<file path="src/rtl/uart_tx.sv">
// -----------------------------------------------------------------------------
// uart_tx
//
// Serial transmitter placed directly after the UART register block. A rising
// edge on tx_start while idle launches one frame: one start bit (low), then
// DATA_BITS data bits LSB first, then one stop bit (high). There is no parity.
// Each bit lasts OVERSAMPLE baud ticks, and one baud tick lasts dvsr+1 clocks.
//
// Parameters
//   DATA_BITS   data bits per frame
//   OVERSAMPLE  baud ticks per bit period
//   DVSR_W      width of the baud divisor input
//
// Ports
//   clk           system clock; all logic runs on the rising edge
//   rst_n         asynchronous active-low reset
//   tx_start      level from the register block; a rising edge while idle
//                 requests one frame. Edges seen mid-frame are dropped.
//   data_in       byte to send; sampled only in the launch cycle
//   dvsr          baud divisor; sampled only in the launch cycle
//   tx            serial line; idle high; driven straight from a flop
//   tx_done       high while idle/ready; low for the whole frame
//   tx_done_tick  one-cycle pulse in the first idle cycle after the stop bit
// -----------------------------------------------------------------------------
module uart_tx #(
    parameter int DATA_BITS  = 8,
    parameter int OVERSAMPLE = 16,
    parameter int DVSR_W     = 11
) (
    input  logic                 clk,
    input  logic                 rst_n,
    input  logic                 tx_start,
    input  logic [DATA_BITS-1:0] data_in,
    input  logic [DVSR_W-1:0]    dvsr,
    output logic                 tx,
    output logic                 tx_done,
    output logic                 tx_done_tick
);

    // Counter widths. The guards keep the widths legal for degenerate values
    // of 1, where $clog2 would return 0.
    localparam int S_W = (OVERSAMPLE > 1) ? $clog2(OVERSAMPLE) : 1;
    localparam int N_W = (DATA_BITS > 1) ? $clog2(DATA_BITS) : 1;

    localparam logic [S_W-1:0] S_LAST = S_W'(OVERSAMPLE - 1);
    localparam logic [N_W-1:0] N_LAST = N_W'(DATA_BITS - 1);

    typedef enum logic [1:0] {
        IDLE  = 2'd0,
        START = 2'd1,
        DATA  = 2'd2,
        STOP  = 2'd3
    } state_t;

    // ------------------------------------------------------------------
    // State and datapath registers
    // ------------------------------------------------------------------
    state_t                state_reg, state_next;
    logic [DVSR_W-1:0]     dvsr_reg, dvsr_next;     // divisor latched at launch
    logic [DVSR_W-1:0]     baud_reg, baud_next;     // 0..dvsr_reg
    logic [S_W-1:0]        s_reg, s_next;           // ticks within a bit
    logic [N_W-1:0]        n_reg, n_next;           // data bit index
    logic [DATA_BITS-1:0]  shift_reg, shift_next;   // outgoing data, LSB first
    logic                  tx_reg, tx_next;
    logic                  done_reg, done_next;
    logic                  done_tick_reg, done_tick_next;
    logic                  start_q_reg;             // tx_start from last cycle

    // Decoded events
    logic                  launch;
    logic                  baud_tick;
    logic                  bit_end;
    logic [DATA_BITS-1:0]  shift_dn;

    // Resetting start_q_reg to 1 means a tx_start that is still high when
    // reset is released does not look like a rising edge.
    assign launch    = tx_start & ~start_q_reg & (state_reg == IDLE);

    // The divisor counter is held at zero while idle, so baud_tick cannot
    // fire outside a frame.
    assign baud_tick = (state_reg != IDLE) && (baud_reg == dvsr_reg);
    assign bit_end   = baud_tick && (s_reg == S_LAST);

    // Shift-right of the data register. A zero fills the MSB.
    generate
        for (genvar gi = 0; gi < DATA_BITS; gi++) begin : g_shift
            if (gi == DATA_BITS - 1) begin : g_msb
                assign shift_dn[gi] = 1'b0;
            end else begin : g_lower
                assign shift_dn[gi] = shift_reg[gi+1];
            end
        end
    endgenerate

    // ------------------------------------------------------------------
    // Sequential part
    // ------------------------------------------------------------------
    always_ff @(posedge clk or negedge rst_n) begin
        if (!rst_n) begin
            state_reg     <= IDLE;
            dvsr_reg      <= '0;
            baud_reg      <= '0;
            s_reg         <= '0;
            n_reg         <= '0;
            shift_reg     <= '0;
            tx_reg        <= 1'b1;
            done_reg      <= 1'b1;
            done_tick_reg <= 1'b0;
            start_q_reg   <= 1'b1;
        end else begin
            state_reg     <= state_next;
            dvsr_reg      <= dvsr_next;
            baud_reg      <= baud_next;
            s_reg         <= s_next;
            n_reg         <= n_next;
            shift_reg     <= shift_next;
            tx_reg        <= tx_next;
            done_reg      <= done_next;
            done_tick_reg <= done_tick_next;
            start_q_reg   <= tx_start;
        end
    end

    // ------------------------------------------------------------------
    // Next-state, counters and registered-output decode
    // ------------------------------------------------------------------
    always_comb begin
        state_next     = state_reg;
        dvsr_next      = dvsr_reg;
        baud_next      = baud_reg;
        s_next         = s_reg;
        n_next         = n_reg;
        shift_next     = shift_reg;
        done_tick_next = 1'b0;

        // Baud and tick counters run only inside a frame. At a bit end the
        // tick counter wraps to zero explicitly, so OVERSAMPLE does not have
        // to be a power of two.
        if (state_reg != IDLE) begin
            if (baud_tick) begin
                baud_next = '0;
                s_next    = bit_end ? '0 : s_reg + 1'b1;
            end else begin
                baud_next = baud_reg + 1'b1;
            end
        end

        case (state_reg)
            IDLE: begin
                if (launch) begin
                    state_next = START;
                    shift_next = data_in;
                    dvsr_next  = dvsr;
                    baud_next  = '0;
                    s_next     = '0;
                    n_next     = '0;
                end
            end
            START: begin
                if (bit_end) begin
                    state_next = DATA;
                    n_next     = '0;
                end
            end
            DATA: begin
                if (bit_end) begin
                    shift_next = shift_dn;
                    if (n_reg == N_LAST) begin
                        state_next = STOP;
                    end else begin
                        n_next = n_reg + 1'b1;
                    end
                end
            end
            STOP: begin
                if (bit_end) begin
                    state_next     = IDLE;
                    done_tick_next = 1'b1;
                end
            end
            default: begin
                state_next = IDLE;
            end
        endcase
    end

    // tx and tx_done are decoded from the next state and registered. The pins
    // then come straight from flops and show the state entered on the same
    // edge, without any glitches.
    always_comb begin
        tx_next   = 1'b1;
        done_next = (state_next == IDLE);
        case (state_next)
            START:   tx_next = 1'b0;
            DATA:    tx_next = shift_next[0];
            default: tx_next = 1'b1;
        endcase
    end

    assign tx           = tx_reg;
    assign tx_done      = done_reg;
    assign tx_done_tick = done_tick_reg;

endmodule

</file>
<file path="config.mk">
export PLATFORM = sky130hd
export DESIGN_NAME = uart_tx
export DESIGN_NICKNAME = d
export VERILOG_FILES = /design/src/rtl/uart_tx.sv
export SDC_FILE = /design/constraint.sdc
export NUM_CORES = 1
export LEC_CHECK = 0
export ABC_AREA = 1
export BUFFER_PORTS_ARGS = -buffer_cell sky130_fd_sc_hd__clkbuf_2
export CORE_MARGIN = 1.5
export CORE_UTILIZATION = 45
export CTS_CLUSTER_DIAMETER = 60
export DETAILED_ROUTE_END_ITERATION = 10
export HOLD_SLACK_MARGIN = 0.06
export PLACE_DENSITY = 0.67
export SYNTH_ARGS = -nofsm -noshare
export SYNTH_HDL_FRONTEND = slang
export SYNTH_SLANG_ARGS = --single-unit
</file>
<file path="constraint.sdc">
create_clock -name clk -period 4.7 [get_ports clk]
set_clock_uncertainty 0.15 [all_clocks]
set_input_delay 0.94 -clock clk [delete_from_list [all_inputs] [get_ports clk]]
set_output_delay 0.94 -clock clk [all_outputs]
set_load 0.005 [all_outputs]
</file>
Yosys cells after proc, flatten, opt, wreduce, memory -nomap -nowiden
Cells that the tools add are included.
{"block": "op_classes", "addsub": 3, "eq_ne": 12, "n_mux": 26, "n_bitwise": 3, "n_reduce_logical": 10}
{"operator": "11-bit two-way mux", "n": 4}
{"operator": "4-bit two-way mux", "n": 5}
{"operator": "8-bit two-way mux", "n": 2}
{"operator": "8-bit case mux with 2 select lines", "n": 1}
{"operator": "3-bit two-way mux", "n": 4}
{"operator": "11-bit by 1-bit adder with 11-bit output, second input constant", "n": 1}
{"operator": "11-bit == test", "n": 1}
{"operator": "2-bit two-way mux", "n": 5}
{"operator": "3-bit case mux with 3 select lines", "n": 1}
{"operator": "2-bit inequality test, second input constant", "n": 4}
{"operator": "2-bit case mux with 4 select lines", "n": 1}
{"operator": "2-bit == test, second input constant", "n": 3}
{"operator": "5-bit AND reduction", "n": 1}
{"operator": "4-bit by 1-bit adder with 4-bit output, second input constant", "n": 1}
{"operator": "2-bit by 1-bit == test with 1-bit output, second input constant", "n": 2}
{"operator": "4-bit == test, second input constant", "n": 1}
{"operator": "2-bit zero test", "n": 2}
{"operator": "2-bit nonzero test", "n": 2}
{"operator": "3-bit by 1-bit adder with 3-bit output, second input constant", "n": 1}
{"operator": "3-bit == test, second input constant", "n": 1}
{"operator": "3-bit AND reduction", "n": 1}
{"operator": "3-bit nonzero test", "n": 1}
{"operator": "1-bit bitwise AND", "n": 2}
{"operator": "1-bit logical AND", "n": 2}
{"operator": "other kinds (4)", "n": 5}
{"block": "word_totals", "ff_bits": 43, "input_bits": 22, "elab_cells": 65}

Depth between registers and ports, before layout
Gate-level depths: netlist (run 1).
{"block": "logic_depth", "depth_word": 8, "ltp_mapped": 14, "ltp_nobuf": 13}

Least setup slack after synthesis (run 1)
No wires, ideal clock.
{"block": "synth_timing", "path_type": "input -> register", "start": "in tx_start", "end": "reg baud_reg[4]", "setup_time_ns": 0.088, "t_arrival_ns": 1.890, "t_required_ns": 4.462, "path_slack_ns": 2.571, "stages": 7, "cell_sequence": "inv_1 -> nor2_1 -> nand2_1 -> clkinv_1 -> nor2_1 -> inv_2 -> nor3b_1"}
{"block": "synth_via", "elab_chain_cells": 4}
{"element": "start, declared", "line": "32", "rtl": "input logic tx_start,"}
{"element": "1-bit bitwise AND (2 in a row)", "line": "77", "rtl": "assign launch = tx_start & ~start_q_reg & (state_reg == IDLE);"}
{"element": "11-bit two-way mux", "line": "150", "rtl": "if (launch) begin"}
{"element": "11-bit two-way mux", "line": "148", "rtl": "case (state_reg)"}
{"element": "named net baud_next[4]", "line": "60", "rtl": "logic [DVSR_W-1:0] baud_reg, baud_next;"}
{"element": "end signal, assigned", "line": "113", "rtl": "baud_reg <= baud_next;"}
{"element": "end, declared", "line": "60"}
The timed path passes the listed nets, and every way through them passes these cells.
A chain may end at the register's enable or synchronous reset.

Final worst setup path (run 1)
Same ends and word-level chain as after synthesis.

==> results.md, run 1 <==
Outcome:
- The flow ran to the end, and the final reports show no timing, DRC or antenna violations.

STA:
- The number of endpoints with negative hold slack in the final report is 0.
- The count of final setup violators is 0.
- Adding up every negative setup slack in the final design gives 0 ns.
- The maximum clock rate is between 300 and 400 MHz.
- The slew of the pin with the lowest slew margin is about 1.0 ns.
- In the finished design, the share of the clock period the worst path needs comes to ~58%.
- Setup repair after global routing left no endpoint under its margin.
- The normalized max-slew margin is ~31%.
- The max-slew violation count is 0.
- The clock period could shrink to approximately 2.7 ns.

Final layout:
- At the end of the flow the core is filled with cells to a little over half.
- The ratio of cells with drive above 1 in the final layout is about 16%.
- In the layout the commonest cells are sky130_fd_sc_hd__nand2_1 (85), sky130_fd_sc_hd__dfrtp_1 (40), sky130_fd_sc_hd__inv_1 (31).
- The growth of design area from synthesis to finish is 13.61%.
- Once layout is done, the placed cells without fillers occupy roughly 0.0024 mm².
- The number of nets in the layout is roughly 320.
- The number of inserted diodes is 0.
- Leaving out fill and tap cells, the most frequent cell in the layout is sky130_fd_sc_hd__nand2_1.

Yosys:
- Synthesis produced a netlist with a net count of 293.
- The largest area contributor in the netlist is sky130_fd_sc_hd__dfrtp_1.
- The number of synthesis warnings is 0.
- The count of distinct cell types in the synthesized netlist is 25.
- In this run, synthesis produced a sequential element count of 43.
- The post-synthesis average cell area is 7.920 µm².
- The cell count after synthesis is between 200 and 300.
- Sorting the synthesized cells by area gives the leading types as sky130_fd_sc_hd__dfrtp_1 (47%), sky130_fd_sc_hd__nand2_1 (15%), sky130_fd_sc_hd__inv_1 (5.5%), sky130_fd_sc_hd__nor2_1 (4.4%), sky130_fd_sc_hd__o21ai_0 (3.8%).
- The synthesized design devotes to its leading area cell type about 47% of total area.
- The cell area that synthesis handed to floorplanning was between 0.002 and 0.0025 mm².
- Of the synthesized area, sequential elements account for about half.

Routing:
- The average via count per standard cell is approximately 5.
- The total wirelength of the detailed-routed design is 4037 µm.
- The total iterations of the first detailed-routing run is 6.
- The count of unresolved DRC violations after routing is 0.
- The detailed router placed about 1700 vias in this run.
- In the final routed layout, each cell accounts on average for around 12 µm.
- The final antenna-violating net count is 0.
- The count of routing violations after the opening detailed-route iteration is between 100 and 150.

Clock network:
- The depth of the CTS H-tree is 2.
- The post-cts gate resize count is 0.
- The clock-pin slew reported for the worst setup and hold paths after clock tree synthesis is roughly 0.080 ns.
- TritonCTS built the clock tree.
- Buffers inserted during clock tree synthesis total 5.
- The tree is rooted in a sky130_fd_sc_hd__clkbuf_8.
- For this design, the CTS-stage hold fixing added 0 buffers.
- The tree built by TritonCTS fans out to 43 sinks.
- The clock passes through at most 2 buffers.
- The clock reaches the later pin of the worst-skew pair after just under 0.3 ns.
- The count of buffers added by post-CTS timing repair for setup is 0.

Die:
- The total area inside the core boundary comes to between 0.004 and 0.005 mm².
- The die area is about 0.0051 mm².
- 25 I/O pins were placed.
- The starting utilization of the core area is 47.58%.
- The floorplan step set the die width to around 72 µm.
- The die is approximately 72 µm tall.
- The number of core rows is 24.

Worst setup path:
- The setup check on the worst reg-to-reg path leaves a slack of around 2.2 ns.
- At the worst endpoint, the required time is roughly 4.8 ns.
- The critical path start-end classification is in -> reg.
- For the worst setup path, the data arrival time is between 2 and 3 ns.
- Of all nets on the critical path, the largest fanout is 28.
- The category of the worst setup path capture point is a register.
- STA classifies the critical path startpoint as an input port.

Place:
- The instance area after placement is roughly 0.0023 mm².
- The congestion estimate from routability-driven global placement came to roughly 0.83.
- In this run the tool buffered the top-level ports with 24 buffer cells.
- After legalization and detailed placement, the total HPWL measured just under 3000 µm.

Pwr:
- The design draws approximately 1.1 mW.
- The static leakage power is between 1 and 1.5 nW.
- The ratio of total power to cell area is 447.6 mW/mm².
- The largest voltage drop on the vdd net is roughly 0.26 mV.

Global routing:
- Entering global routing, the biggest net connects 44 pins.
- For this run the aggregate overflow at the end of global routing stands at 0.
- Global routing used between 10% and 20% of the available tracks.
- The number of global-route vias before repair is roughly 1600.
- The first global-routing pass estimated ~7200 µm of wire.
- The number of antenna violations at the first check in global routing is 0.

Flow run:
- The max capacitance violation total is 0.

Hold path:
- The min-delay analysis places its worst path in the category reg -> reg.
[path summary, 6_finish.rpt]
kind | start | to | cells after the start
max in group asynchronous | rst_n | dvsr_reg[6] | 1
min in group asynchronous | rst_n | dvsr_reg[10] | 1
worst max-delay path | tx_start | baud_reg[4] | 8
worst min register to register | shift_reg[6] | shift_reg[6] | 2
worst min-delay path | shift_reg[6] | shift_reg[6] | 2
worst max register to register | state_reg[0] | baud_reg[4] | 6
[routing by layer]
layer / GRT usage (%) / vias to the layer above / wire (µm)
li1: - / 902 / -
met1: 25.71 / 761 / 2110
met2: 27.52 / 30 / 1742
met3: 4.923 / 4 / 153
met4: 5.031 / 0 / 29
met5: 0 / - / 0
[synth_stat cells, drive strengths merged]
cell type / instances
clkbuf: 2
nor3: 5
o21ai: 19
ha: 4
nor4: 1
inv: 37
xor2: 3
o211ai: 6
nor3b: 2
nand3: 12
a21oi: 7
nor2: 26
nand4: 5
xnor2: 3
dfrtp: 40
dfstp: 3
nand2: 89
nand3b: 1
clkinv: 1
buf: 1
[stage by stage]
step | cells | worst slack (ns) | hold slack (ns)
floorplan | 267 | 2.571 | 0.3109
global placement | 340 | 1.786 | 0.3323
detailed placement | 340 | 1.655 | 0.3337
CTS | 348 | 1.956 | 0.3548
global route | 348 | 1.760 | 0.3738
finish | 348 | 1.987 | 0.3582
[kinds of logic after synthesis]
group | after synthesis | share of synthesized area (%)
AND/OR/NAND/NOR | 141 | 28.34
flip-flops | 43 | 51.07
AO/OA/AOI/OAI | 32 | 8.284
buffers and inverters | 41 | 7.456
adder cells (fa/ha/maj) | 4 | 2.367
XOR/XNOR | 6 | 2.486
[critical path, stage by stage]
cell and delay, ns:
sky130_fd_sc_hd__clkbuf_2 0.09, sky130_fd_sc_hd__inv_1 0.06, sky130_fd_sc_hd__nor2_1 0.04, sky130_fd_sc_hd__nand2_1 0.21, sky130_fd_sc_hd__clkinv_1 0.63, sky130_fd_sc_hd__nor2_1 0.47, sky130_fd_sc_hd__inv_2 0.12, sky130_fd_sc_hd__nor3b_1 0.20
[where the power goes]
group / total [mW] / switching (mW) / internal (mW)
clock network: 0.298 / 0.126 / 0.172
registers: 0.527 / 0.0714 / 0.456
logic: 0.251 / 0.146 / 0.104
total: 1.08 / 0.343 / 0.732
[cell type report]
class                      count  area [µm²]
fill                         427        2042
sequential                    43        1080
multi-input combinational    183       877.1
inverter                      38       142.6
timing repair buffer          24       120.1
clock buffer                   6       82.58
tap                           52       65.06
clock inverter                 2       35.03
(Power assumes the default switching activity.)
==> run 2: changes to the inputs <==
==> constraint.sdc (replaced) <==
create_clock -name clk -period 2.8 [get_ports clk]
set_clock_uncertainty 0.15 [all_clocks]
set_input_delay 0.56 -clock clk [delete_from_list [all_inputs] [get_ports clk]]
set_output_delay 0.56 -clock clk [all_outputs]
set_load 0.005 [all_outputs]
==> run 2 against run 1 <==
Effect of this change:
- register-to-register slack worse by 1.3 ns
- sequential share of layout area fell by 0.42 points
- cell area increased by 0.94%
- combinational power increased by 70%
==> results.md, run 2 (same netlist as run 1, synthesis figures left out) <==
Routing:
- The total iterations of the first detailed-routing run is 6 (unchanged).
- The average via count per standard cell is 4.887 (+0.21%).
- The count of routing violations after the opening detailed-route iteration is 123 (+21%).
- The count of unresolved DRC violations after routing is 0 (unchanged).
- The total wirelength of the detailed-routed design is 4064 µm (+0.67%).
- The total via count after detailed routing is 1725 (+1.6%).
- The average detailed-routed wire length per instance is 11.51 µm (-0.76%).
- The final antenna-violating net count is 0 (unchanged).

Worst setup path:
- The endpoint identified for the worst register-to-register timing path is shift_reg[2].
- In this run the critical register-to-register path is launched from state_reg[0].
- The worst reg-to-reg path cell count is 13 (+7).
- The data arrival time at the worst-slack endpoint is 1.99 ns (-0.79 ns).
- The reg2reg setup slack came to 0.83 ns (-1.33 ns).
- The worst setup path is captured at a register.
- The required time of the critical path is 2.82 ns (-1.94 ns).
- The critical path is of the reg -> reg type.
- STA classifies the critical path startpoint as a register.
- The maximum fanout along the worst path is 7 (-75%).

Final layout:
- The most common cell after layout, fill and taps aside is sky130_fd_sc_hd__nand2_1.
- The count of placed standard cells in the final layout, fillers left out came to 353 (+1.4%).
- The ratio of cells with drive above 1 in the final layout came to 16.61% (+0.73 points).
- The number of inserted diodes is 0 (unchanged).
- In the layout the commonest cells are sky130_fd_sc_hd__nand2_1 (85), sky130_fd_sc_hd__dfrtp_1 (40), sky130_fd_sc_hd__inv_1 (31).
- The number of nets in the layout came to 326 (+1.6%).
- From synthesis to final layout, the design area changed by 14.67%.

STA:
- Of the available clock period, the critical path in the final layout requires between 70% and 80%.
- The slew of the pin with the lowest slew margin is 0.5567 ns (-0.4765 ns).
- The normalized max-slew margin is 62.49% (+31 points).
- The max-slew violation count is 0 (unchanged).
- After layout, the minimum clock period comes to 1.969 ns.
- Timing would allow up to between 500 and 600 MHz.
- The count of final setup violators was 0 (unchanged).
- The accumulated negative setup slack came to 0 ns (unchanged).
- Setup repair after global routing left no endpoint under its margin.
- The number of endpoints with negative hold slack in the final report was 0 (unchanged).
- The setup slack after layout was 0.8310 ns (-1.156 ns).

Clock network:
- The depth of the CTS H-tree came to 2 (unchanged).
- The clock latency at the later pin of the worst-skew pair is 0.29 ns (about the same).
- The clock buffer count from CTS came to 5 (unchanged).
- The CTS tree is done.
- The count of clock tree sinks was 43 (unchanged).
- The root buffer cell is sky130_fd_sc_hd__clkbuf_8.
- The buffer depth of the longest clock path is 2 (unchanged).
- The clock-pin slew reported for the worst setup and hold paths after clock tree synthesis is 0.08 ns (about the same).
- The count of buffers added by post-CTS timing repair for setup came to 0 (unchanged).

Die:
- The starting utilization of the core area is 47.58% (unchanged).
- The number of core rows is 24 (unchanged).
- The die area was 0.005119 mm² (unchanged).
- The die extent in y is 71.55 µm (unchanged).
- The top-level I/O count was 25 (unchanged).
- The horizontal die dimension is 71.55 µm (unchanged).
- The total core area is 0.004444 mm² (unchanged).

Hold path:
- The worst hold path begins at tx_start.
- The cell depth of the worst min-delay path is 1 (-1).
- The worst hold path terminates at start_q_reg.
- The worst hold path belongs to the class in -> reg.

Global routing:
- The global-route wire length before repair came to 7286 µm (+0.96%).
- The pin count of the biggest net entering global routing is 24 (-45%).
- The number of antenna violations at the first check in global routing is 0 (unchanged).
- The overall fraction of global-route tracks in use is 18.41% (+0.32 points).
- The number of global-route vias before repair was 1657 (+3.4%).
- The global route total overflow is 0 (unchanged).

Pwr:
- The static leakage power is 1.273 nW (+1.2%).
- The largest voltage drop on the vdd net is 0.3484 mV (+32%).
- The ratio of total power to cell area is 716.5 mW/mm² (+60%).

Outcome:
- The run finished with clean final reports.

Place:
- The count of input and output buffers came to 24 (unchanged).
- The number of placed cells counting well taps is 344 (+1.2%).
- The total half-perimeter wirelength after legalization and detailed placement is 3181 µm (+7.3%).
- The final weighted congestion in routability-driven placement came to 0.8320 (-0.17%).
- The worst slack at placement is 0.6987 ns (-0.9566 ns).

Flow run:
- The max capacitance violation total is 0 (unchanged).
[run 2: cell types whose count changed in the layout (fill, tap and decap cells not counted)]
cell / previous run / this run
sky130_fd_sc_hd__clkbuf_8: 6 / 7
sky130_fd_sc_hd__buf_4: 0 / 4
sky130_fd_sc_hd__bufinv_16: 1 / 0
sky130_fd_sc_hd__dlygate4sd3_1: 0 / 1
sky130_fd_sc_hd__clkinv_2: 1 / 0
sky130_fd_sc_hd__clkbuf_1: 0 / 1
[run 2: worst max-delay path by stage]
stage / startpoint / endpoint / slack, ns / cells past startpoint
global route: state_reg[0] / baud_reg[5] / 0.57 / 6
finish: state_reg[0] / shift_reg[2] / 0.83 / 13
global placement: tx_start / baud_reg[7] / 0.73 / 8
floorplan: tx_start / baud_reg[4] / 1.05 / 7
detailed placement: tx_start / baud_reg[5] / 0.70 / 8
CTS: state_reg[0] / baud_reg[7] / 0.82 / 6
[run 2: layer usage]
| layer | track usage (%) | wire [µm] | vias to the layer above |
|---|---|---|---|
| met5 | 0 | 0 | - |
| met4 | 5.031 | 42 | 0 |
| met3 | 4.360 | 126 | 6 |
| met2 | 27.83 | 1736 | 32 |
| met1 | 26.82 | 2158 | 773 |
| li1 | - | - | 914 |
[run 2: layout make-up]
cell class	instances	area [µm²]
fill	436	2019
sequential	43	1080
multi-input combinational	183	877.1
timing repair buffer	29	160.2
inverter	38	142.6
clock buffer	8	100.1
tap	52	65.06
[run 2: where the power goes]
part	leakage [nW]	switching, mW	internal (mW)
combinational	0.695	0.249	0.178
clock	0.0515	0.204	0.225
sequential	0.526	0.116	0.765
[run 2: what timing repair did]
action	4_1_cts	5_1_grt
gates resized for setup	0	0
endpoints found under the hold margin	9	0
hold buffers	1	0
setup endpoints to repair	0	0
[run 2: critical path, cell delays in order (launching register included)]
cell and delay (ns):
sky130_fd_sc_hd__dfrtp_1 0.47, sky130_fd_sc_hd__inv_2 0.05, sky130_fd_sc_hd__nand2_2 0.10, sky130_fd_sc_hd__nand2_1 0.06, sky130_fd_sc_hd__nor2_1 0.09, sky130_fd_sc_hd__nand2_1 0.09, sky130_fd_sc_hd__nor2_4 0.19, sky130_fd_sc_hd__nand3_2 0.11
sky130_fd_sc_hd__inv_2 0.12, sky130_fd_sc_hd__nand2_2 0.09, sky130_fd_sc_hd__nand2_2 0.12, sky130_fd_sc_hd__inv_2 0.06, sky130_fd_sc_hd__nand2_1 0.06, sky130_fd_sc_hd__o211ai_1 0.08
[run 2: per-stage QoR]
step | power, mW | hold slack, ns | util (%) | cell area, µm²
global placement | 1.310 | 0.3318 | 52.08 | 2315
detailed placement | 1.318 | 0.3294 | 52.08 | 2315
CTS | 1.747 | 0.2010 | 54.56 | 2425
floorplan | 1.190 | 0.1144 | - | 2115
finish | 1.737 | 0.2081 | 54.56 | 2425
global route | 1.863 | 0.2000 | 54.56 | 2425
==> run 3: changes to the inputs <==
==> constraint.sdc (replaced) <==
create_clock -name clk -period 1.99 [get_ports clk]
set_clock_uncertainty 0.15 [all_clocks]
set_input_delay 0.398 -clock clk [delete_from_list [all_inputs] [get_ports clk]]
set_output_delay 0.398 -clock clk [all_outputs]
set_load 0.005 [all_outputs]
==> run 3 against run 2 <==
Effect of this change:
- sequential cell count unchanged
- die area stayed put
- utilization up 2.8 points
- critical endpoint is now tx
- sequential power grew 42%
- first-iteration DRC count decreased by 12%
- power is 43% higher
- count of clock-buffer cells in the layout shrank 3
- routed wire length up 7.0%
==> results.md, run 3 (same netlist as run 1, synthesis figures left out) <==
STA:
- The slew of the pin with the lowest slew margin is 0.5872 ns (+0.03048 ns).
- The clock period minus worst slack is 1.861 ns (-0.1078 ns).
- The maximum clock rate is 537.3 MHz (+5.8%).
- The accumulated negative setup slack is 0 ns (unchanged).
- The normalized max-slew margin is 60.44% (-2.1 points).
- The number of endpoints with negative hold slack in the final report came to 0 (unchanged).
- The final period utilization is 93.53% (+23 points).
- The setup slack after layout is 0.1288 ns (-0.7022 ns).
- The count of final setup violators is 0 (unchanged).
- Setup repair after global routing could not meet its margin everywhere.
- The max-slew violation count is 0 (unchanged).

Routing:
- The average via count per standard cell was 4.914 (+0.56%).
- The count of unresolved DRC violations after routing is 0 (unchanged).
- The average detailed-routed wire length per instance is 12.08 µm (+4.9%).
- The total via count after detailed routing came to 1769 (+2.6%).
- The total wirelength of the detailed-routed design is 4349 µm (+7.0%).
- The total iterations of the first detailed-routing run is 6 (unchanged).
- The final antenna-violating net count is 0 (unchanged).
- The count of routing violations after the opening detailed-route iteration is 108 (-12%).

Worst setup path:
- The setup path with the least slack is of type reg -> reg.
- The maximum fanout along the worst path is 4 (-3).
- The signal on the critical path passes through ha_1 > nand2_1 > nor2_1 > nand4_1 > xor2_1 > nand2_1 > nand2_1 > nand2_1.
- The slowest library cell on the worst path is sky130_fd_sc_hd__dfrtp_1.
- The buffer and inverter count on the worst path was 0 (-3).
- In this run the critical register-to-register path is captured at tx.
- The required time of the critical path is 2.07 ns (-0.75 ns).
- The most frequent cell on the critical path is sky130_fd_sc_hd__nand2_1.
- The reg2reg setup slack is 0.13 ns (-0.70 ns).
- The worst setup path is captured at a register.
- The worst register-to-register path begins at s_reg[1].
- The cell family with the largest share of critical-path delay is simple AND/OR/NAND/NOR gates.
- The data arrival time at the worst-slack endpoint is 1.94 ns (-0.05 ns).
- STA classifies the critical path startpoint as a register.
- The largest stage delay on the critical path was 0.39 ns (-0.08 ns).
- The worst reg-to-reg path cell count came to 8 (-5).

Hold path:
- The cell depth of the worst min-delay path was 3 (+2).
- The startpoint identified for the worst hold timing path is dvsr[6].
- The worst hold path belongs to the class in -> reg.
- The endpoint of the worst hold-timing path is dvsr_reg[6].

Global routing:
- The number of global-route vias before repair is 1732 (+4.5%).
- The number of antenna violations at the first check in global routing is 0 (unchanged).
- The overall fraction of global-route tracks in use came to 19.29% (+0.88 points).
- The pin count of the biggest net entering global routing was 28 (+17%).
- The global route total overflow is 0 (unchanged).
- The global-route wire length before repair was 7645 µm (+4.9%).

Die:
- The horizontal die dimension came to 71.55 µm (unchanged).
- The starting utilization of the core area is 47.58% (unchanged).
- The total core area was 0.004444 mm² (unchanged).
- The top-level I/O count is 25 (unchanged).
- The die extent in y is 71.55 µm (unchanged).
- The die area is 0.005119 mm² (unchanged).
- The number of core rows is 24 (unchanged).

Final layout:
- The library cell used most frequently in the layout, excluding fill and tap cells, is sky130_fd_sc_hd__nand2_1.
- The number of inserted diodes is 0 (unchanged).
- The register area is 0.001082 mm² (+0.23%).
- In the layout the commonest cells are sky130_fd_sc_hd__nand2_1 (79), sky130_fd_sc_hd__dfrtp_1 (38), sky130_fd_sc_hd__inv_1 (28).
- Relative to the synthesized area, the layout overhead comes to 20.59%.
- The number of filler cells placed in the layout came to 424 (-2.8%).
- The total area of multi-input combinational cells is 940.9 µm² (+7.3%).
- The number of nets in the layout was 333 (+2.1%).
- The ratio of cells with drive above 1 in the final layout is 24.35% (+7.7 points).

Clock network:
- The clock latency at the later pin of the worst-skew pair is 0.30 ns (about the same).
- The depth of the CTS H-tree is 2 (unchanged).
- The buffer depth of the longest clock path is 2 (unchanged).
- The count of clock tree sinks is 43 (unchanged).
- The clock-pin slew reported for the worst setup and hold paths after clock tree synthesis was 0.09 ns (about the same).
- The clock buffer count from CTS is 5 (unchanged).
- TritonCTS built the clock tree.
- The root buffer cell is sky130_fd_sc_hd__clkbuf_8.

Pwr:
- The ratio of total power to cell area is 974.5 mW/mm² (+36%).
- The largest voltage drop on the vdd net was 0.6726 mV (+93%).
- The static leakage power is 1.316 nW (+3.4%).
- The total power consumption of the routed design came to 2.485 mW (+43%).

Outcome:
- The run finished with clean final reports.

Place:
- The final weighted congestion in routability-driven placement is 0.8158 (-1.9%).
- The count of input and output buffers is 24 (unchanged).
- The total half-perimeter wirelength after legalization and detailed placement is 3247 µm (+2.1%).
- The worst slack at placement is 0.05078 ns (-0.6480 ns).

Flow run:
- The max capacitance violation total is 0 (unchanged).
==> run 3: changes by cell type in the layout (fill, tap and decap cells not counted), sizes merged <==
cell         before  now
buf               4   10
clkbuf           32   29
clkinv            1    2
clkinvlp          0    2
dlygate4sd3       1    2
==> run 3: per-layer routing <==
metal	share of wire, %	track usage [%]	vias up	wire length (µm)
met1	50	26.45	816	2190
met5	0	0	-	0
met4	1.1	5.031	0	50
met2	45	30.94	28	1973
met3	3.1	4.782	5	135
li1	-	-	920	-
==> run 3: power by group <==
part | switching (mW) | internal, mW | leakage (nW) | total, mW
Combinational | 0.396 | 0.284 | 0.751 | 0.680
Clock | 0.310 | 0.244 | 0.0402 | 0.555
Sequential | 0.172 | 1.08 | 0.525 | 1.25
==> run 3: worst max path at each step <==
stage / start / endpoint / slack (ns) / depth (start not counted)
6_report: s_reg[1] / tx / 0.13 / 8
5_1_grt: baud_reg[5] / tx / -0.04 / 11
4_1_cts: baud_reg[0] / shift_reg[2] / 0.04 / 11
3_5_place_dp: baud_reg[2] / shift_reg[2] / 0.05 / 10
3_3_place_gp: baud_reg[0] / shift_reg[4] / 0.06 / 11
2_1_floorplan: state_reg[0] / shift_reg[2] / 0.28 / 14
==> run 3: area by class of cell <==
| class | instances | share of cell area [%] |
|---|---|---|
| flip-flops and latches | 43 | 42.44 |
| multi-input cells | 183 | 36.90 |
| repair buffers | 36 | 8.930 |
| inverters | 38 | 5.692 |
| clock buffers | 5 | 2.699 |
| well taps | 52 | 2.552 |
| clock inverters | 3 | 0.7851 |
==> run 3: what timing repair did <==
item	4_1_cts	5_1_grt
hold endpoints to repair	14	0
setup buffers	0	4
endpoints found under the setup margin	0	17
gates resized for setup	0	24
hold buffers	2	0
==> run 3: metrics by stage <==
step | std cells | util [%] | hold WS (ns) | cell area (µm²)
2_1_floorplan | 267 | - | -0.04759 | 2115
3_3_place_gp | 346 | 52.70 | 0.2146 | 2342
3_5_place_dp | 346 | 52.70 | 0.2138 | 2342
4_1_cts | 356 | 55.15 | 0.1282 | 2451
5_1_grt | 360 | 57.38 | 0.1566 | 2550
6_report | 360 | 57.38 | 0.1316 | 2550
==> run 3: worst reg2reg max path, cell delays in order, from the launching register on <==
cell                      delay, ns
sky130_fd_sc_hd__dfrtp_1       0.39
sky130_fd_sc_hd__ha_1          0.18
sky130_fd_sc_hd__nand2_1       0.06
sky130_fd_sc_hd__nor2_1        0.30
sky130_fd_sc_hd__nand4_1       0.26
sky130_fd_sc_hd__xor2_1        0.27
sky130_fd_sc_hd__nand2_1       0.08
sky130_fd_sc_hd__nand2_1       0.06
sky130_fd_sc_hd__nand2_1       0.05
